===== config.mk =====
export PLATFORM = sky130hd
export DESIGN_NAME = systolic_ws_ctrl
export DESIGN_NICKNAME = d
export VERILOG_FILES = /design/src/rtl/systolic_ws_ctrl.sv
export SDC_FILE = /design/constraint.sdc
export NUM_CORES = 1
export LEC_CHECK = 0
export CAP_MARGIN = 20
export CELL_PAD_IN_SITES_DETAIL_PLACEMENT = 1
export CELL_PAD_IN_SITES_GLOBAL_PLACEMENT = 1
export CORE_MARGIN = 10
export CORE_UTILIZATION = 47
export DETAILED_ROUTE_END_ITERATION = 6
export PLACE_DENSITY_LB_ADDON = 0.1
export SYNTH_ARGS = -nofsm -noshare
export SYNTH_HDL_FRONTEND = slang
export SYNTH_SLANG_ARGS = --single-unit

===== constraint.sdc =====
create_clock -name clk -period 10.3 [get_ports clk]
set_clock_uncertainty 0.05 [all_clocks]
set_input_delay 1.545 -clock clk [delete_from_list [all_inputs] [get_ports clk]]
set_output_delay 1.545 -clock clk [all_outputs]
set_load 0.02 [all_outputs]

===== src/rtl/systolic_ws_ctrl.sv =====
// Weight-stationary sequencer: loads one weight tile into the systolic array, streams activation
// vectors, and realigns the skewed column sums into a credit-protected show-ahead result FIFO.
module systolic_ws_ctrl #(
    parameter int DATA_WIDTH     = 16,
    parameter int SUM_WIDTH      = 16,
    parameter int SYSTOLIC_WIDTH = 4,
    parameter int ARR_LAT        = SYSTOLIC_WIDTH + 1,
    parameter int FIFO_DEPTH     = 8,
    parameter int CNT_WIDTH      = 16
) (
    input  logic                                 clk,
    input  logic                                 rst,
    input  logic                                 start,
    input  logic                                 reuse_w,
    input  logic [CNT_WIDTH-1:0]                 num_vec,
    input  logic                                 w_valid,
    output logic                                 w_ready,
    input  logic [SYSTOLIC_WIDTH*DATA_WIDTH-1:0] w_data,
    input  logic                                 act_valid,
    output logic                                 act_ready,
    input  logic [SYSTOLIC_WIDTH*DATA_WIDTH-1:0] act_data,
    output logic                                 res_valid,
    input  logic                                 res_ready,
    output logic [SYSTOLIC_WIDTH*SUM_WIDTH-1:0]  res_data,
    output logic                                 busy,
    output logic                                 done,
    output logic                                 arr_mode,
    output logic                                 arr_state,
    output logic [SYSTOLIC_WIDTH*DATA_WIDTH-1:0] arr_a_raw,
    output logic [SYSTOLIC_WIDTH*DATA_WIDTH-1:0] arr_b_raw,
    output logic [SYSTOLIC_WIDTH*DATA_WIDTH-1:0] arr_sum_raw,
    input  logic [SYSTOLIC_WIDTH*SUM_WIDTH-1:0]  arr_sum_out,
    output logic [2:0]                           dbg_state
);

    localparam int N  = SYSTOLIC_WIDTH;
    localparam int P  = ARR_LAT + N - 1;
    localparam int AW = $clog2(FIFO_DEPTH);
    localparam int IW = $clog2(P + 1);
    localparam logic [CNT_WIDTH-1:0] CNT_ONE = 1;
    localparam logic [AW-1:0]        PTR_ONE = 1;
    localparam logic [AW:0]          FC_ONE  = 1;

    typedef enum logic [2:0] {
        S_IDLE    = 3'd0,
        S_LOAD    = 3'd1,
        S_SETTLE  = 3'd2,
        S_COMPUTE = 3'd3,
        S_DRAIN   = 3'd4,
        S_DONE    = 3'd5
    } state_t;

    state_t                 state_q;
    logic [CNT_WIDTH-1:0]   cnt_q;
    logic [CNT_WIDTH-1:0]   num_vec_q;
    logic                   loaded_q;
    logic [P-1:0]           vpipe_q, vpipe_d;
    logic [IW-1:0]          inflight;
    logic                   credit_ok;
    logic                   act_acc;
    logic [AW:0]            fifo_cnt_q;
    logic [AW-1:0]          wr_ptr_q, rd_ptr_q;
    logic [N*SUM_WIDTH-1:0] mem_q [FIFO_DEPTH];
    logic [N*SUM_WIDTH-1:0] wr_data;
    logic                   fifo_wr, fifo_rd;

    // Valid/ready: a transfer happens on a rising edge where both are high; every ready here
    // depends only on registered state, never on the matching valid.
    always_comb begin
        w_ready   = 1'b0;
        act_ready = 1'b0;
        arr_state = 1'b1;
        arr_a_raw = '0;
        arr_b_raw = '0;
        case (state_q)
            // Stays 0 only until the first job so IDLE never shifts resident weights away.
            S_IDLE:   arr_state = loaded_q;
            S_LOAD: begin
                w_ready   = 1'b1;
                arr_state = ~w_valid;
                if (w_valid) arr_b_raw = w_data;
            end
            S_SETTLE: arr_state = 1'b0;
            S_COMPUTE: begin
                act_ready = credit_ok && (cnt_q < num_vec_q);
                if (act_valid && act_ready) arr_a_raw = act_data;
            end
            default: ;
        endcase
    end

    assign act_acc     = act_valid && act_ready;
    assign arr_mode    = 1'b0;
    assign arr_sum_raw = '0;
    assign busy        = (state_q != S_IDLE);
    assign done        = (state_q == S_DONE);
    assign dbg_state   = state_q;

    always_ff @(posedge clk) begin
        if (rst) begin
            state_q   <= S_IDLE;
            cnt_q     <= '0;
            num_vec_q <= '0;
            loaded_q  <= 1'b0;
        end else begin
            case (state_q)
                S_IDLE: if (start) begin
                    num_vec_q <= num_vec;
                    cnt_q     <= '0;
                    loaded_q  <= 1'b1;
                    if (num_vec == '0)  state_q <= S_DONE;
                    else if (reuse_w)   state_q <= S_COMPUTE;
                    else                state_q <= S_LOAD;
                end
                S_LOAD: if (w_valid) begin
                    if (cnt_q == CNT_WIDTH'(N - 1)) begin
                        cnt_q   <= '0;
                        state_q <= S_SETTLE;
                    end else begin
                        cnt_q <= cnt_q + CNT_ONE;
                    end
                end
                S_SETTLE: state_q <= S_COMPUTE;
                S_COMPUTE: if (act_acc) begin
                    cnt_q <= cnt_q + CNT_ONE;
                    if (cnt_q + CNT_ONE == num_vec_q) state_q <= S_DRAIN;
                end
                S_DRAIN: if (vpipe_d == '0) state_q <= S_DONE;
                S_DONE:  state_q <= S_IDLE;
                default: state_q <= S_IDLE;
            endcase
        end
    end

    // One bit per issued slot; the oldest stage lines up with the fully deskewed sums.
    assign vpipe_d = {vpipe_q[P-2:0], act_acc};

    always_ff @(posedge clk) begin
        if (rst) vpipe_q <= '0;
        else     vpipe_q <= vpipe_d;
    end

    always_comb begin
        inflight = '0;
        for (int i = 0; i < P; i++) inflight = inflight + IW'(vpipe_q[i]);
    end

    assign credit_ok = (32'(fifo_cnt_q) + 32'(inflight)) < 32'(FIFO_DEPTH);

    for (genvar j = 0; j < N; j++) begin : g_lane
        if (j == N - 1) begin : g_direct
            assign wr_data[j*SUM_WIDTH +: SUM_WIDTH] = arr_sum_out[j*SUM_WIDTH +: SUM_WIDTH];
        end else begin : g_dly
            localparam int D = N - 1 - j;
            logic [SUM_WIDTH-1:0] d_q [D];
            always_ff @(posedge clk) begin
                if (rst) begin
                    for (int k = 0; k < D; k++) d_q[k] <= '0;
                end else begin
                    d_q[0] <= arr_sum_out[j*SUM_WIDTH +: SUM_WIDTH];
                    for (int k = 1; k < D; k++) d_q[k] <= d_q[k-1];
                end
            end
            assign wr_data[j*SUM_WIDTH +: SUM_WIDTH] = d_q[D-1];
        end
    end

    assign fifo_wr   = vpipe_q[P-1];
    assign res_valid = (fifo_cnt_q != '0);
    assign fifo_rd   = res_valid && res_ready;
    assign res_data  = mem_q[rd_ptr_q];

    always_ff @(posedge clk) begin
        if (fifo_wr) mem_q[wr_ptr_q] <= wr_data;
    end

    always_ff @(posedge clk) begin
        if (rst) begin
            wr_ptr_q   <= '0;
            rd_ptr_q   <= '0;
            fifo_cnt_q <= '0;
        end else begin
            if (fifo_wr) wr_ptr_q <= wr_ptr_q + PTR_ONE;
            if (fifo_rd) rd_ptr_q <= rd_ptr_q + PTR_ONE;
            case ({fifo_wr, fifo_rd})
                2'b10:   fifo_cnt_q <= fifo_cnt_q + FC_ONE;
                2'b01:   fifo_cnt_q <= fifo_cnt_q - FC_ONE;
                default: ;
            endcase
        end
    end

endmodule


==> results of run 1 <==
==> report_power, final <==
part / internal (mW) / total [mW] / leakage [nW] / switching (mW)
registers: 2.91 / 2.94 / 5.92 / 0.0361
logic: 0.232 / 0.528 / 4.48 / 0.297
clock network: 1.46 / 2.46 / 1.10 / 0.999
total: 4.60 / 5.93 / 11.5 / 1.33
==> critical path, delay by kind of cell, from the launching register on <==
| family | cells | cell delay (ns) |
|---|---|---|
| fa+ha+maj | 4 | 1.73 |
| flops | 1 | 0.33 |
| compound gates | 2 | 0.33 |
| buf+inv | 4 | 1.21 |
| simple gates | 3 | 0.61 |
==> layer usage <==
metal  vias to the layer above  track usage, %  wire length [um]
met1                      7967            26.5             29900
met2                       463            38.4             38800
met4                         0            5.69               962
li1                       6837               -                 -
met3                        61            5.67              4610
met5                         -               0                 0
==> through the flow <==
step	instances	setup WS, ns	power, mW	area, um^2	hold slack (ns)
finish	2848	3.85	5.93	33800	0.387
CTS	2844	3.80	5.99	33800	0.393
global route	2845	3.60	6.14	33800	0.405
detailed placement	2719	4.49	3.53	31500	0.375
floorplan	1684	4.80	3.28	27000	0.364
global placement	2716	4.59	3.52	31500	0.368
==> sequential cells by signal, indices dropped and copies added (netlist names), named ones only <==
name / flops
loaded_q: 1
vpipe_q: 8
dbg_state: 3
num_vec_q: 16
fifo_cnt_q: 4
mem_q: 512
rd_ptr_q: 3
g_lane.g_dly.d_q: 96
wr_ptr_q: 3
cnt_q: 16
==> worst max path at each step <==
stage	end	slack (ns)	cells past startpoint	from
after floorplan	mem_q[0][0]	4.80	2	vpipe_q[7]
final	arr_a_raw[34]	3.85	13	vpipe_q[0]
after detailed placement	arr_a_raw[34]	4.49	13	vpipe_q[0]
after global placement	arr_a_raw[32]	4.59	13	vpipe_q[0]
after CTS	arr_a_raw[34]	3.80	13	vpipe_q[0]
after global routing	arr_a_raw[50]	3.60	13	vpipe_q[0]
==> area by class of cell <==
| cell class | instances | area [um^2] | share of cell area [%] |
|---|---|---|---|
| diodes | 4 | 10.0 | 0.0296 |
| clock buffers | 99 | 1970 | 5.83 |
| clock inverters | 26 | 283 | 0.837 |
| inverters | 35 | 131 | 0.389 |
| multi-input cells | 829 | 7650 | 22.6 |
| flip-flops and latches | 665 | 18400 | 54.6 |
| well taps | 756 | 946 | 2.80 |
| repair buffers | 434 | 4360 | 12.9 |
==> synthesized netlist by cell type (2+ instances only) <==
cell,number,share of area [%]
o21ai_0,15,0.28
buf_1,14,0.20
dfxtp_1,153,11
or2_2,3,0.070
buf_2,4,0.075
o21ai_1,5,0.093
nor3_1,8,0.15
buf_6,3,0.13
mux2_2,64,2.7
nor2b_1,109,2.5
o21a_1,2,0.056
nand2_1,54,0.76
o211ai_1,10,0.28
ha_1,29,1.4
edfxtp_1,512,57
nand2b_1,6,0.14
a31oi_1,3,0.070
nor4_1,14,0.33
xnor2_1,15,0.49
and3_1,70,1.6
and2_1,68,1.6
a21oi_1,32,0.60
nand4_1,8,0.19
xor2_1,13,0.43
a21o_1,4,0.11
fa_1,4,0.30
nand3b_1,3,0.084
nand3_1,13,0.24
mux4_2,128,11
inv_1,35,0.49
or4_1,6,0.17
mux2i_1,2,0.075
nor2_1,39,0.55
o311ai_0,3,0.098
a221oi_1,2,0.065
buf_4,65,1.8
clkbuf_1,68,0.95
o41ai_2,4,0.24
o32ai_1,4,0.13
or3_1,4,0.093
a211oi_1,2,0.056
==> kinds of logic (layout without fill, tap and decap cells) <==
family | after synthesis | after routing
flip-flops | 665 | 665
other | 1 | 69
AO/OA/AOI/OAI | 97 | 97
multiplexers | 194 | 194
XOR/XNOR | 28 | 28
AND/OR/NAND/NOR | 412 | 412
adder cells (fa/ha/maj) | 33 | 33
buffers and inverters | 190 | 594
==> results.txt, run 1 <==
----------------------------------------------------
[Run status]
  Outcome ... complete, no violations

[Synth]
  Post-synthesis mux area share ... 13.5%
  Number of enable flip-flop cells after synthesis ... 512
  Post-synthesis share of cell area spent on and, or, nand and nor gates ... 8.78%
  Most used flip-flop cell after synthesis ... edfxtp_1
  Compound-Gate Fraction of Synth Area ... 2.53%
  Synthesized instance count ... 1,620
  XOR/XNOR Fraction of Synth Area ... 0.916%
  Post-Synthesis Mean Instance Area ... 16.5 um^2
  Fraction of registers with async set or reset after synthesis ... 0%
  Warning count from the yosys run ... 0
  Flip-flop and latch count after synthesis ... 665
  Cell area after synthesis ... 0.0268 mm^2
  Count of distinct cell types in the synthesized netlist ... 61
  Combinational family with the most area after synthesis ... multiplexers
  Adder-Cell Fraction of Synth Area ... 1.65%
  Share of synthesized area occupied by flip-flops and latches ... 68.9%

[Floorplan]
  Std cell rows ... 87
  Die Span Y ... 259 um
  Starting utilization of the core area ... 47.5%
  Total die area ... 0.0669 mm^2
  Core area ... 0.0564 mm^2
  Die boundary width ... 259 um
  I/O pin count ... 481

[Timing]
  Max Clock Freq ... 155 MHz
  Final-report setup violation count ... 0
  Slew Limit Fails ... 0
  Slew at the pin with the worst max-slew slack ... 1.05 ns
  Post-Route Setup TNS ... 0 ns
  Count of endpoints failing hold in the final timing report ... 0
  Unrepaired setup endpoints after global routing ... false
  Post-route fraction of the period consumed by the critical path ... 62.6%
  Max transition margin ... 29.7%
  Clock period minus worst slack ... 6.45 ns

[Min path]
  Hold path startpoint ... g_lane[0].g_dly.d_q[0][6]
  WHS Endpoint ... g_lane[0].g_dly.d_q[0][22]
  Hold depth ... 1
  Type of the tightest min-delay check ... reg -> reg

[Finish]
  Leading cell types in the layout, fill and taps excluded ... edfxtp_1, clkdlybuf4s50_1, dfxtp_1
  Share of layout cells above drive strength 1 ... 16.3%
  Fill count ... 5,256
  Growth of design area from synthesis to finish ... 26.3%
  Layout net count ... 2,281
  Post-layout utilization of the core ... 59.9%
  Leading cell type in the layout, fill and taps excluded ... edfxtp_1

[Power]
  PD cells ... 175 mW/mm^2
  Standby leakage power ... 11.5 nW
  Max IR drop VDD ... 0.115 mV

[Clock network]
  PostCTS Resize Cnt ... 0
  CTS H-tree lvls ... 3
  Clock tree from TritonCTS ... done
  Cts bufs inserted ... 68
  Setup Fix Bufs, Post-CTS ... 0
  Clock Latency Late Sink ... 0.60 ns
  Buffers from clock root to sink, at most ... 3
  Post-CTS Hold Fix Bufs ... 0
  CTS root buf ... clkbuf_16
  Clock sink total ... 665
  Clock transition at path regs ... 0.06 ns

[Critical path]
  Depth of the worst register-to-register path ... 13
  Sequence of cells on the critical path ... fa_1, inv_1, fa_1, fa_1, inv_1, ha_1, a21o_1, a21oi_1, nor2b_1, nor4_2, buf_4, and2_1, clkdlybuf4s50_1
  Worst setup SP type ... flop
  Critical R2R Launch ... vpipe_q[0]
  Highest-delay cell along the critical path ... clkdlybuf4s50_1
  Category of the critical setup timing path ... reg -> out
  Kind of capture point of the worst setup path ... output port
  FF-to-FF setup slack ... 6.11 ns
  Crit path required time ... 8.71 ns
  Arrival time worst endpoint ... 4.85 ns
  CP max stage delay ... 0.63 ns
  Worst reg2reg endpoint ... cnt_q[4]
  Maximum net fanout on the critical path ... 66
  Most frequent CP cell ... fa_1

[Routing]
  Length of the first detailed-routing pass in iterations ... 5
  DRC ... 0
  Remaining number of nets flagged by the antenna check after routing ... 0
  Total number of vias ... 15,328
  Avg WL per Cell ... 26.1 um
  Vias/cell ... 5.38
  DRC marker count from the first detailed-route iteration ... 1,005
  Final routed wirelength across all metal layers ... 74,200 um

[Global route]
  Number of global-route vias before repair ... 16,799
  Antenna violations before repair ... 2
  Total global routing overflow ... 0
  All-Layer GR Usage ... 21.9%
  Largest net degree at the start of global routing ... 111
  Global-route wire length before repair ... 111,000 um

[Job]
  Max Cap Violations ... 0

[Placement]
  Number of port buffers ... 415
  Placer Congestion ... 0.863
  Detailed placer's ending HPWL ... 49,700 um

----------------------------------------------------
No activity file was read; power rests on OpenSTA's default activity.
==> run 2, diff against run 1 <==
--- a/config.mk
+++ b/config.mk
@@ -9,7 +9,7 @@
 export CELL_PAD_IN_SITES_DETAIL_PLACEMENT = 1
 export CELL_PAD_IN_SITES_GLOBAL_PLACEMENT = 1
 export CORE_MARGIN = 10
-export CORE_UTILIZATION = 47
+export CORE_UTILIZATION = 40
 export DETAILED_ROUTE_END_ITERATION = 6
 export PLACE_DENSITY_LB_ADDON = 0.1
 export SYNTH_ARGS = -nofsm -noshare
==> constraint.sdc (replaced) <==
create_clock -name clk -period 5.3 [get_ports clk]
set_clock_uncertainty 0.05 [all_clocks]
set_input_delay 0.795 -clock clk [delete_from_list [all_inputs] [get_ports clk]]
set_output_delay 0.795 -clock clk [all_outputs]
set_load 0.02 [all_outputs]
==> run 2 against run 1 <==
Total power up 97%; global-route usage down 2.9 points; sequential share of layout area down 0.18 points; flip-flop and latch count unchanged; die area up 16%; critical path type unchanged; largest power group unchanged.
==> results.txt, run 2 (same netlist as run 1, synthesis figures left out) <==
----------------------------------------------------
[Run status]
  Outcome ... complete, no violations (unchanged)

[Timing]
  Post-Route Setup TNS ... 0 ns (unchanged)
  Post-route fraction of the period consumed by the critical path ... 96.3%
  Unrepaired setup endpoints after global routing ... false (unchanged)
  Max Clock Freq ... 196 MHz
  Clock period minus worst slack ... 5.10 ns
  Final-report setup violation count ... 0 (unchanged)
  Slew Limit Fails ... 0 (unchanged)
  Max transition margin ... 29.5% (was 29.7%)
  Worst Slack Setup Final ... 0.196 ns (was 3.85 ns)
  Slew at the pin with the worst max-slew slack ... 1.06 ns (was 1.05 ns)
  Count of endpoints failing hold in the final timing report ... 0 (unchanged)

[Critical path]
  Critical path buffers and inverters ... 3 (was 4)
  Sequence of cells on the critical path ... fa_1, inv_1, fa_1, fa_1, inv_1, ha_1, a21o_1, a21oi_1, nor2b_2, nor4_1, clkdlybuf4s50_1 (was fa_1, inv_1, fa_1, fa_1, inv_1, ha_1, a21o_1, a21oi_1, nor2b_1, nor4_2, buf_4, and2_1, clkdlybuf4s50_1)
  CP max stage delay ... 0.74 ns (was 0.63 ns)
  Crit path required time ... 4.45 ns (was 8.71 ns)
  Most frequent CP cell ... fa_1 (unchanged)
  Maximum net fanout on the critical path ... 4 (was 66)
  Critical path's top delay family ... adder cells (unchanged)
  Kind of capture point of the worst setup path ... output port (unchanged)
  Category of the critical setup timing path ... reg -> out (unchanged)
  Worst setup SP type ... flop (unchanged)
  Highest-delay cell along the critical path ... clkdlybuf4s50_1 (unchanged)
  FF-to-FF setup slack ... 1.15 ns (was 6.11 ns)
  Arrival time worst endpoint ... 4.26 ns (was 4.85 ns)

[Power]
  Share of power burned in registers ... 48.9% (was 49.6%)
  Max IR drop VDD ... 0.202 mV (was 0.115 mV)
  Clock group share of total power ... 42.2% (was 41.5%)
  Internal ... 9.01 mW (was 4.60 mW)
  Standby leakage power ... 11.7 nW (was 11.5 nW)
  PD cells ... 345 mW/mm^2 (was 175 mW/mm^2)
  Combinational share of power ... 8.8% (was 8.9%)
  P_sw ... 2.68 mW (was 1.33 mW)
  Net Sw Frac ... 22.9% (was 22.4%)

[Clock network]
  Clock transition at path regs ... 0.06 ns (about the same)
  Clock tree from TritonCTS ... done (unchanged)
  Clock sink total ... 665 (unchanged)
  Clock Latency Late Sink ... 0.60 ns (about the same)
  Cts bufs inserted ... 70 (was 68)
  Post-CTS Hold Fix Bufs ... 0 (unchanged)
  CTS H-tree lvls ... 3 (unchanged)
  CTS root buf ... clkbuf_16 (unchanged)
  Buffers from clock root to sink, at most ... 3 (unchanged)

[Global route]
  Largest net degree at the start of global routing ... 68 (was 111)
  Number of global-route vias before repair ... 16,850 (was 16,799)
  Antenna violations before repair ... 2 (unchanged)
  Global-route wire length before repair ... 111,000 um (about the same)
  Total global routing overflow ... 0 (unchanged)
  All-Layer GR Usage ... 19.0% (was 21.9%)

[Routing]
  DRC marker count from the first detailed-route iteration ... 955 (was 1,005)
  Length of the first detailed-routing pass in iterations ... 4 (was 5)
  Total number of vias ... 15,182 (was 15,328)
  Avg WL per Cell ... 25.3 um (was 26.1 um)
  Final routed wirelength across all metal layers ... 75,000 um (was 74,200 um)
  Remaining number of nets flagged by the antenna check after routing ... 0 (unchanged)
  DRC ... 0 (unchanged)
  Vias/cell ... 5.11 (was 5.38)

[Floorplan]
  Starting utilization of the core area ... 40.5% (was 47.5%)
  Die Span Y ... 279 um (was 259 um)
  Total die area ... 0.0777 mm^2 (was 0.0669 mm^2)
  Std cell rows ... 94 (was 87)
  Die boundary width ... 279 um (was 259 um)
  I/O pin count ... 481 (unchanged)
  Core area ... 0.0661 mm^2 (was 0.0564 mm^2)

[Finish]
  Layout net count ... 2,296 (was 2,281)
  Top Registers ... mem_q x512, g_lane.g_dly.d_q x96 (unchanged)
  Share of layout cells above drive strength 1 ... 19.3% (was 16.3%)
  Fill count ... 6,297 (was 5,256)
  Post-layout utilization of the core ... 51.3% (was 59.9%)
  Flip-flop count of the largest register, all copies and words added ... 512 (unchanged)
  Leading cell types in the layout, fill and taps excluded ... edfxtp_1, clkdlybuf4s50_1, dfxtp_1 (unchanged)
  Leading cell type in the layout, fill and taps excluded ... edfxtp_1 (unchanged)
  Growth of design area from synthesis to finish ... 26.7% (was 26.3%)
  Largest reg by FF count ... mem_q (unchanged)

[Placement]
  Number of port buffers ... 415 (unchanged)
  Detailed placer's ending HPWL ... 49,000 um (was 49,700 um)
  Placer Congestion ... 0.809 (was 0.863)
  Worst setup slack before clock tree synthesis ... 0.375 ns (was 4.49 ns)

[Job]
  Max Cap Violations ... 0 (unchanged)

[Min path]
  Type of the tightest min-delay check ... reg -> reg (unchanged)

----------------------------------------------------
run 2: worst paths after layout:
| check | from | endpoint | cells after the start |
|---|---|---|---|
| setup reg to reg | vpipe_q[0] | cnt_q[0] | 13 |
| setup / recovery | vpipe_q[0] | act_ready | 11 |
| hold reg to reg | g_lane[1].g_dly.d_q[0][14] | g_lane[1].g_dly.d_q[0][30] | 1 |
| hold / removal | g_lane[1].g_dly.d_q[0][14] | g_lane[1].g_dly.d_q[0][30] | 1 |
run 2: cell type report:
class                   count  area [um^2]  share of cell area (%)
flip-flops and latches    665        18400                    54.4
multi-input cells         829         7670                    22.6
repair buffers            447         4240                    12.5
clock buffers              98         1930                    5.69
well taps                 864         1080                    3.19
clock inverters            32          404                    1.19
inverters                  35          131                   0.388
diodes                      1         2.50                 0.00738
run 2: layer usage:
metal | track usage, % | vias up | share of wire [%]
li1 | - | 6884 | -
met5 | 0 | - | 0.035
met2 | 33.7 | 418 | 51
met1 | 21.8 | 7780 | 39
met3 | 4.78 | 96 | 6.1
met4 | 7.29 | 4 | 3.2
run 2: worst register-to-register path, stage by stage (launching register included):
cell	delay, ns
dfxtp_1	0.33
fa_1	0.53
inv_1	0.05
fa_1	0.45
fa_1	0.51
inv_1	0.05
ha_1	0.27
a21o_1	0.18
a21oi_1	0.18
nor2b_2	0.11
o41a_1	0.49
buf_4	0.24
or4_1	0.51
a21oi_1	0.14
run 2: metrics by stage:
step	total power, mW	hold slack, ns	cell area [um^2]	cells
floorplan	6.38	0.364	27000	1684
global placement	6.85	0.367	31700	2836
detailed placement	6.87	0.376	31700	2836
CTS	11.8	0.391	34000	2968
global route	12.1	0.406	33900	2970
finish	11.7	0.386	33900	2971
run 2: power by group through the flow:
stage                     sequential, mW  combinational, mW  clock (mW)
after floorplan                     5.81              0.578           0
after detailed placement            5.83               1.04           0
after global placement              5.82               1.03           0
after CTS                           5.72               1.04        5.06
final                               5.72               1.03        4.93
after global routing                5.73               1.12        5.27
run 2: what timing repair did:
action | in CTS | in global routing
setup buffers | 1 | 1
gates cloned | 1 | 1
pin swaps | 1 | 0
setup endpoints to repair | 64 | 65
resized for setup | 67 | 115
==> patch, RTL diff (config.mk and constraints of run 2) <==
`FIFO_DEPTH`: 8 -> 4.
--- a/src/rtl/systolic_ws_ctrl.sv
+++ b/src/rtl/systolic_ws_ctrl.sv
@@ -7,3 +7,3 @@
     parameter int ARR_LAT        = SYSTOLIC_WIDTH + 1,
-    parameter int FIFO_DEPTH     = 8,
+    parameter int FIFO_DEPTH     = 4,
     parameter int CNT_WIDTH      = 16
Formal check against the unedited RTL: same outputs for any inputs over 4 cycles, from zero or initial values and one cycle with rst high; that may be too few to reach the edited logic, so the function may still have changed.
==> patch against run 2 <==
Area after synthesis down 38%; power down 33%; worst setup slack better by 5.3 ps; core utilization up 3.3 points; sequential cell count down 260; cell area down 34%; wire length down 21%.
==> patch: results (changes against run 2) <==
finish:
  largest_reg_flops: 256  # -50%
  fin_cells: 2168  # -27%
  fill_cells: 4087  # -35%
  top_regs: "mem_q (256), g_lane.g_dly.d_q (96)"
drt:
  first_iter_violations: 697  # -27%
  met3_wirelength_mm: 4.58  # +0.15%
  vias: 11000  # -28%
  route.met2.wl_mm: 30.6  # -21%
clock_network:
  htree_levels: 2  # -1
  clkLatencyLatePin_ps: 560  # -40 ps
synth:
  synth_area_leaders: "edfxtp_1 46%, dfxtp_1 18%, mux4_2 8.7%, nor2b_1 4.0%, buf_4 3.1%"
  syn_inst: 1192  # -26%
  synth_edf_count: 256  # -50%
  yosysSeqAreaShare: 0.641  # -0.0476
placed_design:
  placed_area_um2: 21000  # -34%
  hpwl_mm: 42.7  # -13%
  placedCellCount: 2072  # -27%
global_route:
  use_met2: 0.407  # +0.0697
  met3_usage: 0.0745  # +0.0267
  met1_usage: 0.268  # +0.0498
  grt_antenna_before_repair: 6  # +4
sta:
  hold_slack_ps: 389  # +3.20 ps
  slew-limit-headroom: 0.154  # -0.141
worst_setup_path:
  slowest_stage: "fa_1"
min_path:
  min_to: "g_lane[0].g_dly.d_q[0][42]$_SDFF_PP0_"
power:
  swShare: 0.263  # +0.0342
run_status:
  status: "finished clean"
==> patch: logic make-up (layout without fill, tap and decap cells) <==
group | after synthesis | after routing | share of synthesized area
other cells | 1 | 69 | 0.000225
fa+ha+maj | 32 | 32 | 0.0259
compound gates | 94 | 94 | 0.0341
xor+xnor | 24 | 24 | 0.0126
simple gates | 395 | 401 | 0.140
buf+inv | 174 | 544 | 0.0572
flops | 405 | 405 | 0.641
mux | 67 | 67 | 0.0884
==> patch: power by group through the flow <==
stage                     logic (mW)  clock network (mW)  registers, mW
final                           1.32                3.01           3.49
after global routing            1.42                3.21           3.50
after CTS                       1.31                3.07           3.49
after detailed placement        1.26                   0           3.56
after global placement          1.25                   0           3.55
after floorplan                0.739                   0           3.52
==> patch: layout make-up <==
| type | instances | area [um^2] | share of cell area |
|---|---|---|---|
| diodes | 4 | 10.0 | 0.000447 |
| well taps | 532 | 666 | 0.0297 |
| clock inverters | 10 | 154 | 0.00687 |
| inverters | 36 | 135 | 0.00604 |
| repair buffers | 429 | 4120 | 0.184 |
| flip-flops and latches | 405 | 10700 | 0.477 |
| clock buffers | 69 | 1270 | 0.0569 |
| multi-input cells | 683 | 5350 | 0.239 |
==> patch: worst max-delay path, delay by kind of cell, from the launching register on <==
kind | cells | cell delay (ps)
simple gates | 3 | 660
flops | 1 | 340
buf+inv | 4 | 660
fa+ha+maj | 4 | 1740
compound gates | 2 | 270
==> patch: per-stage QoR <==
step	power, mW	setup WS (ps)
6_report	7.82	201
5_1_grt	8.13	2.18
4_1_cts	7.87	44.0
3_5_place_dp	4.82	308
3_3_place_gp	4.80	385
2_1_floorplan	4.26	1130
==> patch: repair_timing <==
action,4_1_cts,5_1_grt
gates resized for setup,70,74
gates cloned,5,1
pin swaps,2,0
endpoints found under the setup margin,64,49
setup buffers,6,0
